<file path="config.mk">
export PLATFORM = sky130hd
export DESIGN_NAME = sram_read_prefetcher
export DESIGN_NICKNAME = d
export VERILOG_FILES = /design/src/rtl/sram_pkg.sv /design/src/rtl/sram_read_prefetcher_chk.sv /design/src/rtl/sram_read_prefetcher_sync_fifo.sv /design/src/rtl/sram_read_prefetcher.sv
export SDC_FILE = /design/constraint.sdc
export NUM_CORES = 1
export LEC_CHECK = 0
export ABC_CLOCK_PERIOD_IN_PS = 11550
export BUFFER_PORTS_ARGS = -buffer_cell sky130_fd_sc_hd__buf_2
export CAP_MARGIN = 25
export CORE_MARGIN = 2
export CORE_UTILIZATION = 35
export CTS_CLUSTER_SIZE = 14
export DETAILED_ROUTE_END_ITERATION = 16
export MAX_ROUTING_LAYER = met4
export PLACE_DENSITY = 0.52
export SETUP_SLACK_MARGIN = 0.02
export SLEW_MARGIN = 20
export SYNTH_ARGS = -nofsm -noshare
export SYNTH_HDL_FRONTEND = slang
export SYNTH_SLANG_ARGS = --single-unit
</file>
<file path="constraint.sdc">
create_clock -name clk -period 11.55 [get_ports clk]
set_clock_uncertainty 0.2 [all_clocks]
set_input_delay 1.155 -clock clk [delete_from_list [all_inputs] [get_ports clk]]
set_output_delay 1.155 -clock clk [all_outputs]
set_load 0.01 [all_outputs]
</file>
<file path="src/rtl/sram_pkg.sv">
// Shared SRAM geometry constants and the read prefetcher state encoding.
package sram_pkg;
    localparam int SRAM_ADDR_WIDTH   = 20;
    localparam int SRAM_DATA_WIDTH   = 18;
    localparam int SRAM_READ_LATENCY = 2;

    typedef enum logic [1:0] {
        IDLE  = 2'd0,
        FETCH = 2'd1,
        DRAIN = 2'd2
    } pf_state_e;
endpackage

</file>
<file path="src/rtl/sram_read_prefetcher_chk.sv">
// Protocol checker for the prefetcher output buffer.
module sram_read_prefetcher_chk (
    input logic clk,
    input logic reset,
    input logic push,
    input logic full
);
    // The credit scheme must make a push into a full buffer impossible.
    no_push_when_full: assert property (@(posedge clk) disable iff (reset) !(push && full));
endmodule

</file>
<file path="src/rtl/sram_read_prefetcher_sync_fifo.sv">
// Show-ahead synchronous FIFO with occupancy count and synchronous flush.
module sync_fifo #(
    parameter int DATA_WIDTH = 18,
    parameter int DEPTH      = 8
) (
    input  logic                   clk,
    input  logic                   reset,
    input  logic                   flush,
    input  logic                   push,
    input  logic [DATA_WIDTH-1:0]  wdata,
    input  logic                   pop,
    output logic [DATA_WIDTH-1:0]  rdata,
    output logic [$clog2(DEPTH):0] count,
    output logic                   full,
    output logic                   empty
);
    localparam int AW = $clog2(DEPTH);
    localparam logic [AW:0]   DEPTH_C = (AW+1)'(DEPTH);
    localparam logic [AW:0]   CNT_ONE = (AW+1)'(1);
    localparam logic [AW-1:0] PTR_ONE = AW'(1);

    logic [DATA_WIDTH-1:0] mem_q [DEPTH];
    logic [DATA_WIDTH-1:0] mem_d [DEPTH];
    logic [AW-1:0]         wr_ptr_q, wr_ptr_d, rd_ptr_q, rd_ptr_d;
    logic [AW:0]           count_q, count_d;
    logic                  do_push_s, do_pop_s;

    // Next-state for storage, pointers and occupancy; flush beats push/pop.
    always_comb begin
        do_pop_s  = pop && (count_q != '0);
        do_push_s = push && ((count_q != DEPTH_C) || do_pop_s);
        mem_d     = mem_q;
        wr_ptr_d  = wr_ptr_q;
        rd_ptr_d  = rd_ptr_q;
        count_d   = count_q;
        if (flush) begin
            wr_ptr_d = '0;
            rd_ptr_d = '0;
            count_d  = '0;
        end else begin
            if (do_push_s) begin
                mem_d[wr_ptr_q] = wdata;
                wr_ptr_d        = wr_ptr_q + PTR_ONE;
            end else begin
                wr_ptr_d = wr_ptr_q;
            end
            if (do_pop_s) begin
                rd_ptr_d = rd_ptr_q + PTR_ONE;
            end else begin
                rd_ptr_d = rd_ptr_q;
            end
            case ({do_push_s, do_pop_s})
                2'b10:   count_d = count_q + CNT_ONE;
                2'b01:   count_d = count_q - CNT_ONE;
                default: count_d = count_q;
            endcase
        end
    end

    // Storage and pointer registers.
    always_ff @(posedge clk or posedge reset) begin
        if (reset) begin
            for (int i = 0; i < DEPTH; i++) begin
                mem_q[i] <= '0;
            end
            wr_ptr_q <= '0;
            rd_ptr_q <= '0;
            count_q  <= '0;
        end else begin
            mem_q    <= mem_d;
            wr_ptr_q <= wr_ptr_d;
            rd_ptr_q <= rd_ptr_d;
            count_q  <= count_d;
        end
    end

    // Head word is forced to zero while empty so stale entries never leak out.
    always_comb begin
        if (count_q == '0) begin
            rdata = '0;
        end else begin
            rdata = mem_q[rd_ptr_q];
        end
    end

    assign count = count_q;
    assign full  = (count_q == DEPTH_C);
    assign empty = (count_q == '0);
endmodule

</file>
<file path="src/rtl/sram_read_prefetcher.sv">
// Turns a (base, count) job into credit-limited pipelined SRAM reads and
// streams the returned words to a valid/ready consumer.
module sram_read_prefetcher
    import sram_pkg::*;
#(
    parameter int ADDR_WIDTH   = SRAM_ADDR_WIDTH,
    parameter int DATA_WIDTH   = SRAM_DATA_WIDTH,
    parameter int READ_LATENCY = SRAM_READ_LATENCY,
    parameter int FIFO_DEPTH   = 8
) (
    input  logic                  clk,
    input  logic                  reset,
    input  logic                  start,
    input  logic [ADDR_WIDTH-1:0] base_addr,
    input  logic [ADDR_WIDTH-1:0] word_count,
    input  logic                  abort,
    output logic                  busy,
    output logic                  done,
    output logic [ADDR_WIDTH-1:0] sram_addr,
    output logic                  sram_req,
    output logic                  sram_write_enable,
    input  logic [DATA_WIDTH-1:0] sram_rdata,
    output logic [DATA_WIDTH-1:0] out_data,
    output logic                  out_valid,
    input  logic                  out_ready
);
    localparam int CW = $clog2(FIFO_DEPTH) + 1;
    localparam logic [CW:0]           DEPTH_C  = (CW+1)'(FIFO_DEPTH);
    localparam logic [CW-1:0]         CNT_ONE  = CW'(1);
    localparam logic [ADDR_WIDTH-1:0] ADDR_ONE = ADDR_WIDTH'(1);

    pf_state_e               state_q, state_d;
    logic [ADDR_WIDTH-1:0]   addr_ptr_q, addr_ptr_d;
    logic [ADDR_WIDTH-1:0]   remaining_q, remaining_d;
    logic [READ_LATENCY-1:0] pipe_q, pipe_d;
    logic                    done_q, done_d;
    logic [CW-1:0]           fifo_count_s, inflight_s;
    logic [CW:0]             credit_used_s;
    logic                    fifo_full_s, fifo_empty_s;
    logic                    issue_s, push_s, pop_s, flush_s, finishing_s;

    // Reads in flight are the set bits of the latency shift register.
    always_comb begin
        inflight_s = '0;
        for (int i = 0; i < READ_LATENCY; i++) begin
            inflight_s = inflight_s + CW'(pipe_q[i]);
        end
    end

    // Credit check and the "buffer empties at this edge" job-completion test.
    always_comb begin
        credit_used_s = {1'b0, fifo_count_s} + {1'b0, inflight_s};
        issue_s       = (state_q == FETCH) && (remaining_q != '0) && (credit_used_s < DEPTH_C);
        push_s        = pipe_q[READ_LATENCY-1];
        pop_s         = !fifo_empty_s && out_ready;
        finishing_s   = (remaining_q == '0) && (inflight_s == '0)
                        && ((fifo_count_s == '0) || ((fifo_count_s == CNT_ONE) && pop_s));
    end

    // Job FSM: done is raised for the cycle right after the final pop.
    always_comb begin
        state_d     = state_q;
        addr_ptr_d  = addr_ptr_q;
        remaining_d = remaining_q;
        done_d      = 1'b0;
        flush_s     = 1'b0;
        case (state_q)
            IDLE: begin
                if (start && !abort) begin
                    if (word_count != '0) begin
                        state_d     = FETCH;
                        addr_ptr_d  = base_addr;
                        remaining_d = word_count;
                    end else begin
                        done_d = 1'b1;
                    end
                end else begin
                    state_d = IDLE;
                end
            end
            FETCH: begin
                if (abort) begin
                    state_d = IDLE;
                    flush_s = 1'b1;
                end else if (issue_s) begin
                    addr_ptr_d  = addr_ptr_q + ADDR_ONE;
                    remaining_d = remaining_q - ADDR_ONE;
                end else if (remaining_q == '0) begin
                    if (finishing_s) begin
                        state_d = IDLE;
                        done_d  = 1'b1;
                    end else begin
                        state_d = DRAIN;
                    end
                end else begin
                    state_d = FETCH;
                end
            end
            DRAIN: begin
                if (abort) begin
                    state_d = IDLE;
                    flush_s = 1'b1;
                end else if (finishing_s) begin
                    state_d = IDLE;
                    done_d  = 1'b1;
                end else begin
                    state_d = DRAIN;
                end
            end
            default: begin
                state_d = IDLE;
                flush_s = 1'b1;
            end
        endcase
    end

    // Stage 0 takes this cycle's request; abort discards late returns.
    always_comb begin
        pipe_d = '0;
        if (flush_s) begin
            pipe_d = '0;
        end else begin
            pipe_d[0] = issue_s;
            for (int i = 1; i < READ_LATENCY; i++) begin
                pipe_d[i] = pipe_q[i-1];
            end
        end
    end

    // Control state registers.
    always_ff @(posedge clk or posedge reset) begin
        if (reset) begin
            state_q     <= IDLE;
            addr_ptr_q  <= '0;
            remaining_q <= '0;
            pipe_q      <= '0;
            done_q      <= 1'b0;
        end else begin
            state_q     <= state_d;
            addr_ptr_q  <= addr_ptr_d;
            remaining_q <= remaining_d;
            pipe_q      <= pipe_d;
            done_q      <= done_d;
        end
    end

    sync_fifo #(
        .DATA_WIDTH (DATA_WIDTH),
        .DEPTH      (FIFO_DEPTH)
    ) u_fifo (
        .clk   (clk),
        .reset (reset),
        .flush (flush_s),
        .push  (push_s),
        .wdata (sram_rdata),
        .pop   (pop_s),
        .rdata (out_data),
        .count (fifo_count_s),
        .full  (fifo_full_s),
        .empty (fifo_empty_s)
    );

    sram_read_prefetcher_chk u_chk (
        .clk   (clk),
        .reset (reset),
        .push  (push_s),
        .full  (fifo_full_s)
    );

    assign busy              = (state_q != IDLE);
    assign done              = done_q;
    assign sram_req          = issue_s;
    assign sram_addr         = addr_ptr_q;
    assign sram_write_enable = 1'b0;
    assign out_valid         = !fifo_empty_s;
endmodule

</file>
* Word-level counts from Yosys, hierarchy flattened
Index checks and enable logic that the tools add are counted.
W data, S select, Z words.
** Cells by class
- Add/subtract/negate cells :: 8
- Order comparisons :: 4
- Equal/unequal tests :: 12
- Multiplexer cells :: 42
- Bitwise operators :: 3
- Reduce and logical (&&, ||, !) cells :: 30
** Operators by type and width (count)
- $mux W20 :: 8
- $bwmux W144 :: 1
- $pmux W20 S2 :: 2
- $mux W18 :: 4
- $bmux W18 S3 :: 1
- $demux W18 S3 :: 1
- $reduce_bool A20 Y1 :: 2
- $add A20 B1 Y20 const B :: 1
- $logic_not A20 Y1 :: 1
- $sub A20 B1 Y20 const B :: 1
- $mux W2 :: 8
- $mux W3 :: 4
- $logic_and A1 B1 Y1 :: 10
- $ge A4 B4 Y1 const B :: 2
- $logic_not A4 Y1 :: 2
- $mux W1 :: 8
- $ne A2 B2 Y1 const B :: 4
- $not A3 Y4 :: 2
- $pmux W4 S2 :: 1
- $reduce_bool A2 Y1 :: 4
- $add A3 B1 Y3 const B :: 2
- $ne A3 B3 Y1 const B :: 2
- $pmux W2 S3 :: 1
- $add A4 B2 Y5 :: 1
- other kinds (21) :: 26
** Word-level totals
- Bits in registers :: 199
- Output and inout bits :: 43

* Longest topological paths before layout
- Depth in word-level cells :: 11
- Depth in mapped cells :: 10
- Depth with buffers taken out :: 7

* Modules after synthesis
From an unflattened synthesis, not the netlist that was laid out.
** Second synthesis, totals
- Cells, all modules :: 856
- Area total of the unflattened synthesis :: 10541.4 µm²
** By module, submodules not included
- sync_fifo :: instances 1, cells each 468, area each 7354.6 µm², seq. area each 3853.7 µm²
- sram_read_prefetcher :: instances 1, cells each 388, area each 3186.8 µm², seq. area each 1126.1 µm²

* Worst setup path before layout
OpenSTA, ideal clock, no wires.
- Kind :: register -> output
- Start point :: register u_fifo.rd_ptr_q[0]
- End point :: output out_data[10]
- Arrival :: 2025 ps
- Required time :: 10195 ps
- Slack :: 8170 ps
- Stages on the path, launching flop included :: 7
- Cell sequence :: dfrtp_1 clkbuf_1 buf_2 buf_1 mux4_2 mux2i_1 nor2_1
** Between the ends
- Cells in the longest elaborated chain, start to end :: 5
** Ends and longest elaborated chain
- start: declaration :: RTL line sram_read_prefetcher_sync_fifo.sv:24 : logic [AW-1:0] wr_ptr_q, wr_ptr_d, rd_ptr_q, rd_ptr_d;
- start signal: assignment :: RTL line sram_read_prefetcher_sync_fifo.sv:72 : rd_ptr_q <= rd_ptr_d;
- $not A3 Y4 (not written as such) :: RTL line sram_read_prefetcher_sync_fifo.sv:82 : rdata = mem_q[rd_ptr_q];
- $bmux W18 S3 :: RTL line sram_read_prefetcher_sync_fifo.sv:82
- $mux W18 (not written as such) (2 in series) :: RTL line sram_read_prefetcher_sync_fifo.sv:82
- $mux W18 :: RTL line sram_read_prefetcher_sync_fifo.sv:79 : if (count_q == '0) begin
- end: declaration :: RTL line sram_read_prefetcher.sv:23 : output logic [DATA_WIDTH-1:0] out_data,
Every way passes these cells. The select of a mux whose other input is x is not followed.

* Final worst setup path
- Start point :: register state_q[1]
- End point :: register addr_ptr_q[1] (netlist: sram_addr[1])
** Between the ends
- Cells in the longest elaborated chain, start to end :: 5
** Ends and longest elaborated chain
- start: declaration :: RTL line sram_read_prefetcher.sv:32 : pf_state_e state_q, state_d;
- start signal: assignment :: RTL line sram_read_prefetcher.sv:139 : state_q <= state_d;
- $eq A2 B1 Y1 :: RTL line sram_read_prefetcher.sv:53, sram_read_prefetcher.sv:67
- $logic_and A1 B1 Y1 (2 in series) :: RTL line sram_read_prefetcher.sv:53 : issue_s = (state_q == FETCH) && (remaining_q != '0) && (credit_used_s < DEPTH_C);
- $ne A2 B2 Y1 (no source line)
- $reduce_and A5 Y1 (no source line)
- end signal: assignment :: RTL line sram_read_prefetcher.sv:140 : addr_ptr_q <= addr_ptr_d;
- end: declaration :: RTL line sram_read_prefetcher.sv:33 : logic [ADDR_WIDTH-1:0] addr_ptr_q, addr_ptr_d;
Parallel ways exist; a longest one is shown, timed or not.
A chain may end at the register's enable or synchronous reset.

==> summary.md <==
| Metric | Value |
|---|---|
| Setup violators final | 0 |
| LEAKAGE | 5.23 nW |
| FF+latch count, synth | 199 |
| Die height | 175 µm |
| Flop pwr share | 0.410 |
| Top-count cell post-synth | dfrtp_1 |
| Hold Path Depth | 1 |
| Sw Share | 0.373 |
| Worst-Skew Late Latency | 440 ps |
| DR vias/cell | 5.47 |
| Share of layout cells above drive strength 1 | 0.379 |
| Adder-Cell Fraction of Synth Area | 0.0172 |
| Synth Area in Simple Gates | 0.0936 |
| Critical path startpoint category | register |
| Vias in the first global route | 7,161 |
| Setup TNS | 0 ps |
| Comb power frac | 0.342 |
| Data required, critical path | 11,670 ps |
| Mapped Cells | 838 |
| # nets final | 999 |
| Post-synth top cells | dfrtp_1, mux2_2, nor2_1 |
| Min-delay worst type | reg2reg |
| Final non-filler cell area | 11,700 µm² |
| Routability cong. | 0.815 |
| P&R area growth vs syn | 15.2% |
| Largest family of logic cells by synthesized area | multiplexers |
| Clock buffer depth | 2 |
| Post-CTS Resized | 0 |
| R2r worst-path depth | 7 |
| Register area share after synthesis | 0.489 |
| Syn Nets | 915 |
| Peak Freq | 0.234 GHz |
| Total CTS buffers | 17 |
| Critical path peak fanout | 86 |
| Data arrival, critical path | 4390 ps |
| Port bufs | 104 |
| Slew margin rel. | 0.320 |
| XOR/XNOR Fraction of Synth Area | 0.00602 |
| Reg clk slew, reported paths | 90 ps |
| Overflow left after global routing | 0 |
| Largest area contributor in the netlist | dfrtp_1 |
| Classification of the worst setup path | reg2reg |
| Synth cell types | 65 |
| Switch Pwr | 919 µW |
| Worst-margin pin slew | 1020 ps |
| Synth top area share | 0.489 |
| PD cells | 210 nW/µm² |
| GR Util All Layers | 0.178 |
| I/O pin cnt | 106 |
| Crit path largest cell delay | 880 ps |
| CTS tree | built |
| Clock share of power | 0.247 |
| MaxCap Viol Count | 0 |
| # hold bufs at CTS | 0 |
| Fillcell total | 2,751 |
| Ys Warns | 0 |
| Number of flops mapped to enable cells by yosys | 0 |
| Overall via count from detail_route | 7,225 |
| Main synth FF type | dfrtp_1 |
| Pins Over Slew Limit | 0 |
| Synth Area in Compound Gates | 0.0954 |
| Critical path's slowest cell | clkinv_1 |
| Final Hold Fails | 0 |
| Synth area leaders | dfrtp_1, mux2_2, mux4_2, mux2i_1, a21oi_1 |
| Initial core utilization | 0.355 |
| Max rail drop VDD | 0.000109 V |
| # rows | 62 |
| Final WL | 25.8 mm |
| Period utilization | 0.370 |
| First-pass GRT wire length | 41.2 mm |
| Antenna Nets Post-Route | 0 |
| Crit-path cells | inv_1, ha_2, buf_4, clkinv_1, or4_1, and3_1, mux2_1 |
| Mapped Area | 10,200 µm² |
| First DRT Iteration DRCs | 644 |
| Largest net degree at the start of global routing | 120 |
| Mux contribution to synthesized area | 0.265 |
| Crit path time final | 4270 ps |
| Crit. End Element | register |
| CTS Root Cell | clkbuf_16 |
| Setup bufs post-CTS | 0 |
| Die extent in x | 175 µm |
| Unrepaired setup endpoints after global routing | false |
| Post-DP HPWL | 16.4 mm |
| Async set-reset flop share out of synthesis | 1.00 |
| Cell internal pwr | 1.54 mW |
| Placed inst area | 11,100 µm² |
| Clock Sink Count | 199 |
| WL/cell | 19.5 µm |
| Initial antenna violation count | 1 |
| Syn avg cell area | 12.1 µm² |
| Status | finished, final reports clean |
| CTS H-tree depth | 4 |
| Drt first pass iters | 8 |
| DIE AREA | 30,500 µm² |
| Post-route DRC | 0 |
| Core box area | 28,700 µm² |
-- kinds of logic (layout without fill, tap and decap cells) --
logic type,Yosys count,in the layout
mux,206,206
flops,199,199
simple gates,181,181
compound gates,151,151
buf+inv,79,176
fa+ha+maj,14,14
xor+xnor,7,7
other cells,1,2
-- registers in the layout (all words and copies together), names as in the netlist --
| signal | cells |
|---|---|
| u_fifo.count | 4 |
| u_fifo.rd_ptr_q | 3 |
| done | 1 |
| remaining_q | 20 |
| pipe_q | 2 |
| u_fifo.wr_ptr_q | 3 |
| state_q | 2 |
| u_fifo.mem_q | 144 |
| sram_addr | 20 |
-- final cells by class --
type / instances / area (µm²) / area share
Clock buffer: 17 / 425 / 0.0363
Timing Repair Buffer: 122 / 683 / 0.0583
Sequential cell: 199 / 4980 / 0.425
Inverter: 22 / 90.1 / 0.00768
Clock inverter: 15 / 176 / 0.0150
Multi-Input combinational cell: 560 / 4890 / 0.417
Antenna cell: 1 / 2.50 / 0.000213
Tap cell: 384 / 480 / 0.0410
-- stage by stage --
step | hold WS (ps) | worst slack [ps] | power [mW] | util | cells
after floorplan | 257 | 4770 | 1.60 | - | 838
after global placement | 281 | 7370 | 1.87 | 0.386 | 1285
after detailed placement | 284 | 7320 | 1.87 | 0.387 | 1287
after CTS | 305 | 7340 | 2.49 | 0.408 | 1319
after global routing | 316 | 7020 | 2.62 | 0.409 | 1320
final | 297 | 7280 | 2.46 | 0.409 | 1320
-- worst paths after layout --
kind                                        startpoint                            to  slack, ps
max                             state_q[1]$_DFFE_PP0P_      sram_addr[1]$_DFFE_PP0P_       7280
min                        remaining_q[10]$_DFFE_PP0P_   remaining_q[10]$_DFFE_PP0P_        300
max reg2reg                     state_q[1]$_DFFE_PP0P_      sram_addr[1]$_DFFE_PP0P_       7280
min reg2reg                remaining_q[10]$_DFFE_PP0P_   remaining_q[10]$_DFFE_PP0P_        300
max in group asynchronous                        reset  u_fifo.mem_q[34]$_DFFE_PP0P_       9150
min in group asynchronous                        reset     sram_addr[14]$_DFFE_PP0P_        690
-- power groups by stage --
stage	registers (mW)	logic, mW	clock network, mW
floorplan	0.989	0.607	0
finish	1.01	0.843	0.609
detailed placement	1.02	0.853	0
global route	1.03	0.935	0.651
global placement	1.02	0.845	0
CTS	1.01	0.856	0.627
-- metal layers --
metal	vias up	routed length (µm)	track usage
met5	-	0	-
met1	3656	12100	0.244
li1	3325	-	-
met2	227	12100	0.274
met4	0	249	0.0399
met3	17	1340	0.0332
-- placed cells by master, fill, tap and decap left out, types with 13 or more instances in the layout --
master	n
dfrtp_1	197
mux2_2	146
buf_2	104
nor2_1	45
nand2_1	43
a21oi_1	36
mux4_2	36
a31oi_1	27
mux2i_1	23
o21ai_0	22
inv_1	20
nand3_1	18
clkbuf_16	17
o22ai_1	16
buf_4	16
nand4_1	13
ha_1	13
-- critical path: cells and delay by family (launching register included) --
family                     cells  cell delay [ps]
adders and majority gates      1              170
buffers and inverters          3             1590
DFF                            1              400
muxes                          1              460
and+or+nand+nor                2             1290
No activity file was read; power rests on OpenSTA's default activity.
